[config.mk]
export PLATFORM = sky130hd
export DESIGN_NAME = fruit_launcher
export DESIGN_NICKNAME = d
export VERILOG_FILES = /design/src/rtl/fruit_pkg.sv /design/src/rtl/lfsr16.sv /design/src/rtl/fruit_launcher.sv
export SDC_FILE = /design/constraint.sdc
export NUM_CORES = 1
export LEC_CHECK = 0
export CAP_MARGIN = 10
export CORE_MARGIN = 2
export CORE_UTILIZATION = 55
export DETAILED_ROUTE_END_ITERATION = 10
export GPL_TIMING_DRIVEN = 1
export PLACE_DENSITY = 0.86
export SYNTH_ARGS = -nofsm -noshare
export SYNTH_HDL_FRONTEND = slang
export SYNTH_SLANG_ARGS = --single-unit
[constraint.sdc]
create_clock -name frame_clk -period 4.1 [get_ports frame_clk]
set_clock_uncertainty 0.1 [all_clocks]
set_input_delay 0.615 -clock frame_clk [delete_from_list [all_inputs] [get_ports frame_clk]]
set_output_delay 0.615 -clock frame_clk [all_outputs]
set_load 0.1 [all_outputs]
[src/rtl/fruit_pkg.sv]
// Shared types, screen geometry and LFSR step for the fruit game blocks.
package fruit_pkg;

  typedef logic [9:0]        coord_t;
  typedef logic signed [9:0] vel_t;

  typedef enum logic [2:0] {
    IDLE   = 3'd0,
    WAIT   = 3'd1,
    LAUNCH = 3'd2,
    FLIGHT = 3'd3,
    CUT    = 3'd4,
    MISS   = 3'd5,
    OVER   = 3'd6
  } state_e;

  localparam coord_t SCREEN_W = 10'd640;
  localparam coord_t SCREEN_H = 10'd480;
  localparam coord_t X_MIN    = 10'd40;
  localparam coord_t X_HALF   = 10'd320;
  // Rising above this line arms the bottom-edge exit test.
  localparam coord_t Y_ASCEND = SCREEN_H - 10'd16;
  localparam coord_t Y_EXIT   = SCREEN_H - 10'd1;

  // Galois step for x^16+x^14+x^13+x^11+1; a nonzero state never maps to zero.
  function automatic logic [15:0] lfsr16_next(input logic [15:0] cur);
    return {1'b0, cur[15:1]} ^ (cur[0] ? 16'hB400 : 16'h0000);
  endfunction

endpackage

[src/rtl/lfsr16.sv]
// Free-running 16-bit Galois LFSR, shared by the random-placement blocks.
module lfsr16
  import fruit_pkg::*;
#(
  parameter logic [15:0] SEED = 16'hACE1
) (
  input  logic        clk_i,
  input  logic        rst_i,
  output logic [15:0] state_o
);

  logic [15:0] state_q;
  logic [15:0] state_d;

  // Next value of the shift register.
  always_comb begin
    state_d = lfsr16_next(state_q);
  end

  // State register, steps every clock.
  always_ff @(posedge clk_i or posedge rst_i) begin
    if (rst_i) begin
      state_q <= SEED;
    end else begin
      state_q <= state_d;
    end
  end

  assign state_o = state_q;

endmodule

[src/rtl/fruit_launcher.sv]
// Game-side controller: launches fruit with LFSR trajectories, detects blade
// hits and screen exits, and keeps score, lives and game-over.
module fruit_launcher
  import fruit_pkg::*;
#(
  parameter int unsigned SPAWN_DELAY = 60,
  parameter int unsigned HIT_RADIUS  = 8,
  parameter int unsigned MAX_LIVES   = 3,
  parameter int unsigned FLIGHT_MAX  = 255,
  parameter logic [15:0] LFSR_SEED   = 16'hACE1
) (
  input  logic       frame_clk,
  input  logic       Reset,
  input  logic       game_en,
  input  logic [9:0] blade_x,
  input  logic [9:0] blade_y,
  input  logic       blade_valid,
  input  logic [9:0] fruit_x,
  input  logic [9:0] fruit_y,
  input  logic [9:0] fruit_s,
  output logic       new_fruit,
  output logic [9:0] launch_x,
  output logic [9:0] launch_vx,
  output logic [9:0] launch_vy,
  output logic       move_fruit,
  output logic       fruit_active,
  output logic [7:0] cut_count,
  output logic [1:0] lives,
  output logic       game_over
);

  localparam logic [15:0] WAIT_RELOAD = 16'(SPAWN_DELAY - 1);
  localparam logic [10:0] HIT_R       = 11'(HIT_RADIUS);
  localparam logic [1:0]  LIVES_INIT  = 2'(MAX_LIVES);
  localparam logic [15:0] FLIGHT_LIM  = 16'(FLIGHT_MAX);

  state_e      state_q,     state_d;
  logic [15:0] wait_q,      wait_d;
  logic [15:0] flight_q,    flight_d;
  logic        asc_q,       asc_d;
  logic        new_fruit_q, new_fruit_d;
  coord_t      launch_x_q,  launch_x_d;
  vel_t        launch_vx_q, launch_vx_d;
  vel_t        launch_vy_q, launch_vy_d;
  logic        move_q,      move_d;
  logic [7:0]  cut_q,       cut_d;
  logic [1:0]  lives_q,     lives_d;
  logic        over_q,      over_d;

  logic [15:0] lfsr;
  logic        lfsr_unused;
  logic [10:0] dx, dy, hit_bound;
  logic        hit, miss;
  coord_t      cand_x;
  logic [9:0]  speed;
  vel_t        cand_vx, cand_vy;

  lfsr16 #(.SEED(LFSR_SEED)) u_lfsr (
    .clk_i   (frame_clk),
    .rst_i   (Reset),
    .state_o (lfsr)
  );

  assign lfsr_unused = ^lfsr[15:14];

  // Distances are taken at 11 bits so the bound HIT_RADIUS+size cannot wrap.
  assign dx = (blade_x >= fruit_x) ? ({1'b0, blade_x} - {1'b0, fruit_x})
                                   : ({1'b0, fruit_x} - {1'b0, blade_x});
  assign dy = (blade_y >= fruit_y) ? ({1'b0, blade_y} - {1'b0, fruit_y})
                                   : ({1'b0, fruit_y} - {1'b0, blade_y});
  assign hit_bound = HIT_R + {1'b0, fruit_s};
  assign hit  = blade_valid && (dx <= hit_bound) && (dy <= hit_bound);
  assign miss = (asc_q && (fruit_y >= Y_EXIT)) || (fruit_x >= SCREEN_W) ||
                (flight_q == FLIGHT_LIM);

  assign cand_x  = X_MIN + {1'b0, lfsr[8:0]};
  assign speed   = 10'd1 + {8'd0, lfsr[10:9]};
  assign cand_vx = (cand_x < X_HALF) ? vel_t'(speed) : vel_t'(10'd0 - speed);
  assign cand_vy = vel_t'(10'd0 - (10'd8 + {7'd0, lfsr[13:11]}));

  // Next-state, counters, score/lives and next registered outputs.
  always_comb begin
    state_d     = state_q;
    wait_d      = wait_q;
    flight_d    = flight_q;
    asc_d       = asc_q;
    launch_x_d  = launch_x_q;
    launch_vx_d = launch_vx_q;
    launch_vy_d = launch_vy_q;
    cut_d       = cut_q;
    lives_d     = lives_q;
    if (!game_en) begin
      state_d = IDLE;
    end else begin
      case (state_q)
        IDLE: begin
          state_d = WAIT;
          wait_d  = WAIT_RELOAD;
          lives_d = LIVES_INIT;
          cut_d   = 8'd0;
        end
        WAIT: begin
          if (wait_q == 16'd0) begin
            state_d     = LAUNCH;
            launch_x_d  = cand_x;
            launch_vx_d = cand_vx;
            launch_vy_d = cand_vy;
          end else begin
            wait_d = wait_q - 16'd1;
          end
        end
        LAUNCH: begin
          state_d  = FLIGHT;
          flight_d = 16'd0;
          asc_d    = 1'b0;
        end
        FLIGHT: begin
          flight_d = flight_q + 16'd1;
          asc_d    = asc_q | (fruit_y < Y_ASCEND);
          // A hit outranks a simultaneous exit or timeout.
          if (hit) begin
            state_d = CUT;
            cut_d   = (cut_q != 8'hFF) ? (cut_q + 8'd1) : cut_q;
          end else if (miss) begin
            state_d = MISS;
            lives_d = (lives_q != 2'd0) ? (lives_q - 2'd1) : lives_q;
          end else begin
            state_d = FLIGHT;
          end
        end
        CUT: begin
          state_d = WAIT;
          wait_d  = WAIT_RELOAD;
        end
        MISS: begin
          if (lives_q == 2'd0) begin
            state_d = OVER;
          end else begin
            state_d = WAIT;
            wait_d  = WAIT_RELOAD;
          end
        end
        OVER: begin
          state_d = OVER;
        end
        default: begin
          state_d = IDLE;
        end
      endcase
    end
    new_fruit_d = (state_d == LAUNCH);
    move_d      = (state_d == FLIGHT);
    over_d      = (state_d == OVER);
  end

  // State and output registers.
  always_ff @(posedge frame_clk or posedge Reset) begin
    if (Reset) begin
      state_q     <= IDLE;
      wait_q      <= 16'd0;
      flight_q    <= 16'd0;
      asc_q       <= 1'b0;
      new_fruit_q <= 1'b0;
      launch_x_q  <= X_MIN;
      launch_vx_q <= 10'sd0;
      launch_vy_q <= 10'sd0;
      move_q      <= 1'b0;
      cut_q       <= 8'd0;
      lives_q     <= LIVES_INIT;
      over_q      <= 1'b0;
    end else begin
      state_q     <= state_d;
      wait_q      <= wait_d;
      flight_q    <= flight_d;
      asc_q       <= asc_d;
      new_fruit_q <= new_fruit_d;
      launch_x_q  <= launch_x_d;
      launch_vx_q <= launch_vx_d;
      launch_vy_q <= launch_vy_d;
      move_q      <= move_d;
      cut_q       <= cut_d;
      lives_q     <= lives_d;
      over_q      <= over_d;
    end
  end

  assign new_fruit    = new_fruit_q;
  assign launch_x     = launch_x_q;
  assign launch_vx    = launch_vx_q;
  assign launch_vy    = launch_vy_q;
  assign move_fruit   = move_q;
  assign fruit_active = move_q;
  assign cut_count    = cut_q;
  assign lives        = lives_q;
  assign game_over    = over_q;

endmodule

==> impl_results.md, run 1 <==
- Vias in the first global route: between 6000 and 7000
- Post-synth cell types: 62
- Mapped cell area: ~6500 um^2
- DIE WIDTH: 113 um
- Mux cell area share after synthesis: 0.0258
- Setup-failing EPs final: 15
- Crit path launch type: primary input
- Fin. max-slew vios: 0
- Post-synth ARST share: 1.00
- Fillers: 618
- Slew headroom: 0.327
- Slowest Stage Delay on Critical Path: between 300 and 400 ps
- Antenna viol nets, final: 0
- Ys Warns: 0
- Initial antenna violation count: 0
- Final Hold Fails: 0
- Critical setup path kind: in -> reg
- Pre-CTS WS: -1020 ps
- Minimum clock period after layout: 4500 ps
- Antenna cells: 0
- Util after Layout: 0.821
- Req. time, crit path: around 4200 ps
- Initial core utilization: 0.568
- Post-route total power: between 2 and 3 mW
- DR vias: ~6800
- DRT Wirelength: between 20000 and 25000 um
- Fmax: between 0.2 and 0.25 GHz
- Static leakage power: 4.50 nW
- Layout cells sized above 1: 0.304
- Min-Delay Endpoint: u_lfsr.state_o[6]$_DFF_PP1_
- Grt met3 use: 0.0552
- Number of buffers created by CTS: 9
- Root buffer cell: clkbuf_16
- Syn Inst Count: 757
- GRT Resource Usage Total: 0.303
- H-tree levels: 3
- R2r setup slk: around 800 ps
- Post-CTS Hold Buffers: 0
- Area grow syn2layout: 44.6%
- Final worst setup slack: -404 ps
- CTS clk-pin slew, worst paths: ~60 ps
- HPWL Detailed: between 10000 and 15000 um
- Most common cell on crit path: buf_4
- Hold crit path type: reg -> reg
- Most frequent cells in the layout: buf_4, nand2_1, dfrtp_1, clkdlybuf4s50_1, inv_1
- Vias per inst: just over 6
- I/O Pins: 98
- FF-to-FF Start: state_q[0]$_DFF_PP0_
- Placer Congestion: about 0.93
- Hold Crit Start: u_lfsr.state_o[7]$_DFF_PP1_
- Synth Area in Simple Gates: 0.186
- Pwr per Cell Area: about 280 nW/um^2
- Post-Synth XOR/XNOR Area: 0.0562
- RSZ-0062 raised after global routing: yes
- Arrival time worst endpoint: roughly 4600 ps
- Die Y: approximately 110 um
- Die Area: around 13000 um^2
- Core area: about 12000 um^2
- Mapped Nets: ~900
- 1st-pass router iterations: 8
- Slowest cell on crit path: a311o_1
- Final worst hold slack: between 200 and 300 ps
- Crit path max fanout: 7
- M1 GR Usage: 0.370
- Mean Syn Cell Area: 8.64 um^2
- CTS tree: yes
- MaxCap Viol Count: 0
- Synth Register Bits: 84
- Cell Rows: 39
- Actual slew at the worst max-slew pin: between 1000 and 1500 ps
- Hold path depth: 0
- DRC: 8
- EDFF count, synth: 0
- Post-synth top flop: dfrtp_1
- Cell Chain, Critical Path: dlygate4sd2_1, buf_4, inv_1, ha_1, a211oi_2, a311o_1, and2_4, buf_4, mux2i_2, xor2_1, ha_1, a21oi_1, nor2b_1, o21ai_0, nor4bb_4, o211ai_1, buf_4, a21o_1, mux2_4
- Max VDD drop: 0.340 mV
- Most Used Layer, Global Route: met2
- Failing checks: design-rule violations, negative setup slack
- Final Cycle Share: 1.10
- Wire per inst: between 15 and 20 um
- Global route total overflow: 0
- Met2 Track Usage GR: 0.531
- PortBufs: 97
- Largest family of logic cells by synthesized area: compound AO/OA/AOI/OAI gates
- Sink Count: between 80 and 90
- Worst-case reg-to-reg path depth: 8
- Clk_lat worst skew: ~330 ps
- CTS Buffer Depth: 2
- Setup crit end kind: flop
- First-pass GRT wire length: 32000 um
- Final #Nets: approximately 1100
- Adder-cell share of the synthesized area: 0.150
- Register area share after synthesis: 0.324
- Worst reg2reg endpoint: cut_count[7]$_DFFE_PP0P_
- Post-synthesis compound-gate area fraction: 0.191
- Largest net degree at the start of global routing: 52
- Commonest non-fill, non-tap cell in the layout: buf_4
- DR iter-0 viols: 610
- Status: finished, violations left
==> synth_stat cells, drive strengths merged, types with 5 or more instances <==
| library cell | number | share of area |
|---|---|---|
| mux2i | 9 | 0.014 |
| and3 | 9 | 0.0086 |
| ha | 72 | 0.14 |
| o21ai | 48 | 0.037 |
| a31oi | 7 | 0.0067 |
| nand2b | 5 | 0.0048 |
| nand3 | 24 | 0.018 |
| or4 | 6 | 0.0080 |
| inv | 70 | 0.040 |
| nand4 | 9 | 0.0086 |
| dfstp | 12 | 0.048 |
| a21o | 27 | 0.031 |
| dfrtp | 72 | 0.28 |
| mux2 | 7 | 0.012 |
| nor2b | 9 | 0.0086 |
| o31ai | 5 | 0.0057 |
| a211oi | 8 | 0.0092 |
| nor2 | 46 | 0.026 |
| and2 | 7 | 0.0067 |
| a21oi | 42 | 0.032 |
| o21a | 6 | 0.0069 |
| o41ai | 7 | 0.0094 |
| xor2 | 22 | 0.029 |
| buf | 15 | 0.016 |
| o211ai | 8 | 0.0092 |
| xnor2 | 20 | 0.027 |
| or3 | 9 | 0.0086 |
| nand2 | 81 | 0.046 |
| and4 | 5 | 0.0067 |
| clkbuf | 19 | 0.011 |
| nor3 | 19 | 0.016 |
==> metrics by stage <==
step	instances	TNS, ps	cell area (um^2)
floorplan	757	-969	6830
global placement	1069	-11950	8570
detailed placement	1069	-13810	8570
CTS	1106	-2170	9360
global route	1113	-7940	9460
finish	1113	-5460	9460
==> per-layer routing <==
layer,up-vias,part of all wire
li1,3086,-
met1,3257,0.39
met3,100,0.073
met2,362,0.49
met5,-,0
met4,0,0.044
==> worst max-delay path by stage <==
stage          slack [ps]                       end  startpoint  cells past startpoint
4_1_cts              -210  cut_count[0]$_DFFE_PP0P_  blade_x[1]                     21
6_report             -400  cut_count[0]$_DFFE_PP0P_  fruit_y[3]                     19
3_5_place_dp        -1020  cut_count[0]$_DFFE_PP0P_  fruit_y[0]                     20
2_1_floorplan        -140  cut_count[7]$_DFFE_PP0P_  fruit_x[1]                     18
5_1_grt              -580  cut_count[0]$_DFFE_PP0P_  fruit_y[3]                     20
3_3_place_gp         -900  cut_count[0]$_DFFE_PP0P_  blade_x[1]                     21
==> state kept, by name (all words and copies together), names as in the netlist <==
register / cells
lives: 2
launch_vy: 5
wait_q: 16
launch_vx: 4
game_over: 1
cut_count: 8
new_fruit: 1
flight_q: 16
state_q: 3
u_lfsr.state_o: 16
asc_q: 1
fruit_active: 1
launch_x: 10
==> critical path: cells and delay by family <==
| family | cells | cell delay (ps) |
|---|---|---|
| compound gates | 6 | 1360 |
| buf+inv | 5 | 820 |
| simple gates | 3 | 620 |
| fa+ha+maj | 2 | 500 |
| mux | 2 | 500 |
| xor+xnor | 1 | 200 |
==> layout make-up <==
type	count	area, um^2	share of cell area
clock inverter	5	62.6	0.00661
timing repair buffer	231	1920	0.203
clock buffer	11	243	0.0257
tap	143	179	0.0189
sequential	84	2120	0.224
inverter	70	287	0.0303
multi-input combinational	569	4650	0.492
==> report_power, final <==
group,internal [mW],switching (mW)
Sequential,0.843,0.0177
Clock,0.491,0.327
Combinational,0.486,0.498
==> repair_timing <==
| action | 4_1_cts | 5_1_grt |
|---|---|---|
| gates resized for setup | 119 | 60 |
| setup endpoints to repair | 15 | 15 |
| setup buffers | 21 | 8 |
| pin swaps | 47 | 35 |
==> kinds of logic after synthesis <==
family / after synthesis
multiplexers: 16
AND/OR/NAND/NOR: 244
buffers and inverters: 104
AO/OA/AOI/OAI: 191
XOR/XNOR: 42
flip-flops: 84
adder cells (fa/ha/maj): 76
(Power assumes the default switching activity.)
==> run 2, diff against run 1 <==
--- a/config.mk
+++ b/config.mk
@@ -5,12 +5,13 @@
 export SDC_FILE = /design/constraint.sdc
 export NUM_CORES = 1
 export LEC_CHECK = 0
+export ABC_AREA = 1
 export CAP_MARGIN = 10
 export CORE_MARGIN = 2
 export CORE_UTILIZATION = 55
 export DETAILED_ROUTE_END_ITERATION = 10
 export GPL_TIMING_DRIVEN = 1
-export PLACE_DENSITY = 0.86
+export PLACE_DENSITY = 0.85
 export SYNTH_ARGS = -nofsm -noshare
 export SYNTH_HDL_FRONTEND = slang
 export SYNTH_SLANG_ARGS = --single-unit
==> run 2 against run 1 <==
- the flow now finishes without violations
- setup slack improved by 640 ps
- synthesized cell count rose by 31%
- maximum frequency rose by 17%
- via count rose by 0.43%
- combinational power fell by 17%
- final cell count rose by 20%
- routed wire length fell by 17%
- area after synthesis rose by 8.4%
- clock power rose by 2%
- critical path type unchanged
- largest cell class unchanged
==> impl_results.md, run 2 <==
- Hold Crit Start: u_lfsr.state_o[6]$_DFF_PP1_
- Fin. max-slew vios: 0
- Fin cells: roughly 1300
- Placer Congestion: roughly 0.93
- HPWL Detailed: ~13000 um
- CP Buf/Inv Count: 6
- DIE WIDTH: around 120 um
- Antenna cells: 0
- Internal: 1.69 mW
- Die Area: 13800 um^2
- Vias per inst: 5.11
- # resized after CTS: 0
- Die Y: 118 um
- DRT Wirelength: between 15000 and 20000 um
- Arrival time worst endpoint: between 4000 and 5000 ps
- Slowest Stage Delay on Critical Path: 490 ps
- Final worst hold slack: 276 ps
- Number of buffers created by CTS: 9
- Layout cells sized above 1: 0.130
- Core area: 12600 um^2
- Slew headroom: 0.322
- Pre-CTS WS: -292 ps
- Sink Count: between 80 and 90
- Fin Setup TNS: 0 ps
- Minimum clock period after layout: 3860 ps
- Setup-failing EPs final: 0
- 1st-pass router iterations: 5
- GRT Resource Usage Total: 0.249
- Most frequent cells in the layout: nand2_1, inv_1, clkdlybuf4s50_1, nor2_1, buf_4
- Vias in the first global route: approximately 6600
- Cell Chain, Critical Path: clkdlybuf4s50_1, inv_1, ha_1, inv_1, o21ai_0, a21oi_1, nand2_1, a21oi_2, nand2_2, buf_4, o21ai_1, inv_1, ha_1, a21oi_1, nand2_1, nand2_1, nand3_1, nand2_1, nand3_2, nand2_2, nand2_4, inv_2, nand2_1, o21ai_1
- Clock share of power: 0.330
- Ys Warns: 0
- Syn Inst Count: 990
- R2r setup slk: between 1500 and 2000 ps
- Synth Register Bits: 84
- Final worst setup slack: roughly 240 ps
- CTS Buffer Depth: 2
- Critical setup path kind: in -> reg
- Max VDD drop: roughly 0.22 mV
- Sequential power share: 0.346
- Register area share after synthesis: 0.299
- CTS tree: yes
- Initial core utilization: 0.562
- Post-CTS setup repair buffer count: 0
- Largest net degree at the start of global routing: 40
- Kind of cell adding the most delay to the critical path: buffers and inverters
- Synth cell count leaders: nand2_1, inv_1, nor2_1, dfrtp_1, ha_1
- H-tree levels: 3
- Area grow syn2layout: 28.3%
- Hold path depth: 0
- Mapped Nets: 1120
- Status: finished clean
- Cell Rows: 41
- EDFF count, synth: 0
- Mean Syn Cell Area: between 7 and 8 um^2
- First-pass GRT wire length: 29200 um
- Most frequent cell after synthesis: nand2_1
- Final Hold Fails: 0
- Antenna viol nets, final: 0
- Post-synth ARST share: 1.00
- Util after Layout: 0.721
- DRC: 0
- MaxCap Viol Count: 0
- Commonest non-fill, non-tap cell in the layout: nand2_1
- Initial antenna violation count: 0
- Final Cycle Share: 0.942
- DR vias: 6834
- Global route total overflow: 0
- Post-synth cell types: 48
- Wire per inst: roughly 13 um
- I/O Pins: 98
- Root buffer cell: clkbuf_16
- Post-CTS Hold Buffers: 0
- Actual slew at the worst max-slew pin: slightly above 1000 ps
- DR iter-0 viols: about 460
- Gate power share: 0.325
- PortBufs: 97
- CTS clk-pin slew, worst paths: 60 ps
- Placed instance count: about 1300
- Clk_lat worst skew: ~350 ps
- Fmax: roughly 0.26 GHz
- Top cells by area, synth: dfrtp_1, nand2_1, ha_1, inv_1, xor2_1
- Most common cell on crit path: nand2_1
- Worst-case reg-to-reg path depth: 9
- Static leakage power: ~4.9 nW
- Post-synth top flop: dfrtp_1
- Setup crit end kind: flop
- Pwr per Cell Area: 278 nW/um^2
- Yosys top cell by area: dfrtp_1
- FF-to-FF Start: wait_q[0]$_DFFE_PP0P_
- Crit path launch type: primary input
- Req. time, crit path: about 4300 ps
- Switching power: 0.841 mW
- Crit path max fanout: 7
- Yosys top cell area share: 0.254
- Min-Delay Endpoint: u_lfsr.state_o[5]$_DFF_PP1_
- Mapped cell area: 7090 um^2
- Worst reg2reg endpoint: launch_vy[8]$_DFFE_PP0P_
- Slowest cell on crit path: clkdlybuf4s50_1
- Switching Fraction: 0.333
- Final #Nets: between 1000 and 1500
- Hold crit path type: reg -> reg
run 2: cell types whose count changed after synthesis, moves of 12 or more:
| cell | change |
|---|---|
| nand3_1 | +12 |
| inv_1 | +91 |
| xor2_1 | +20 |
| nand2_1 | +173 |
| nor2_1 | +43 |
| clkbuf_1 | -16 |
| a21o_1 | -19 |
run 2: cell type report:
cell class                      count  area, um^2
Multi-Input combinational cell    713        4210
Fill cell                        1020        3520
Sequential cell                    84        2120
Timing Repair Buffer              182        1610
Inverter                          170         646
Clock buffer                       10         229
Tap cell                          172         215
Clock inverter                      6        71.3
run 2: metal layers:
layer | vias to the layer above | routed length [um] | track usage
li1 | 3481 | - | -
met4 | 0 | 224 | 0.0542
met3 | 25 | 643 | 0.0412
met2 | 139 | 8350 | 0.447
met5 | - | 0 | 0
met1 | 3189 | 7750 | 0.315
run 2: worst max path at each step:
| stage | start | cells past startpoint | slack [ps] | endpoint |
|---|---|---|---|---|
| floorplan | blade_x[4] | 24 | 610 | cut_count[0]$_DFFE_PP0P_ |
| global placement | blade_y[4] | 25 | -190 | cut_count[0]$_DFFE_PP0P_ |
| detailed placement | blade_y[2] | 26 | -290 | cut_count[5]$_DFFE_PP0P_ |
| CTS | blade_y[2] | 26 | 70 | cut_count[5]$_DFFE_PP0P_ |
| global route | blade_x[4] | 24 | -40 | cut_count[0]$_DFFE_PP0P_ |
| finish | blade_x[8] | 24 | 240 | cut_count[5]$_DFFE_PP0P_ |
run 2: power by group through the flow:
stage,Sequential [mW],Clock [mW],Combinational (mW)
finish,0.873,0.833,0.820
floorplan,0.921,0,0.474
CTS,0.873,0.834,0.806
global route,0.876,0.869,0.927
detailed placement,0.887,0,0.799
global placement,0.887,0,0.778
run 2: logic make-up after synthesis:
family                     after synthesis  share of synthesized area
AOI/OAI and AO/OA                      142                      0.113
xor gates and xnor gates                54                     0.0667
adders and majority gates               76                      0.138
buffers and inverters                  195                      0.115
DFF                                     84                      0.299
and+or+nand+nor                        439                      0.269
run 2: per-stage QoR:
stage                     total power [mW]  area (um^2)
after global placement                1.66         8740
after floorplan                       1.39         7090
final                                 2.53         9100
after CTS                             2.51         9040
after detailed placement              1.69         8740
after global routing                  2.67         9100
==> run 3, diff against run 2 <==
--- a/config.mk
+++ b/config.mk
@@ -5,13 +5,12 @@
 export SDC_FILE = /design/constraint.sdc
 export NUM_CORES = 1
 export LEC_CHECK = 0
-export ABC_AREA = 1
 export CAP_MARGIN = 10
 export CORE_MARGIN = 2
 export CORE_UTILIZATION = 55
 export DETAILED_ROUTE_END_ITERATION = 10
 export GPL_TIMING_DRIVEN = 1
-export PLACE_DENSITY = 0.85
+export PLACE_DENSITY = 0.86
 export SYNTH_ARGS = -nofsm -noshare
 export SYNTH_HDL_FRONTEND = slang
 export SYNTH_SLANG_ARGS = --single-unit
==> results of run 3 <==
The final DEF is identical to that of run 1; final timing and power are the same.
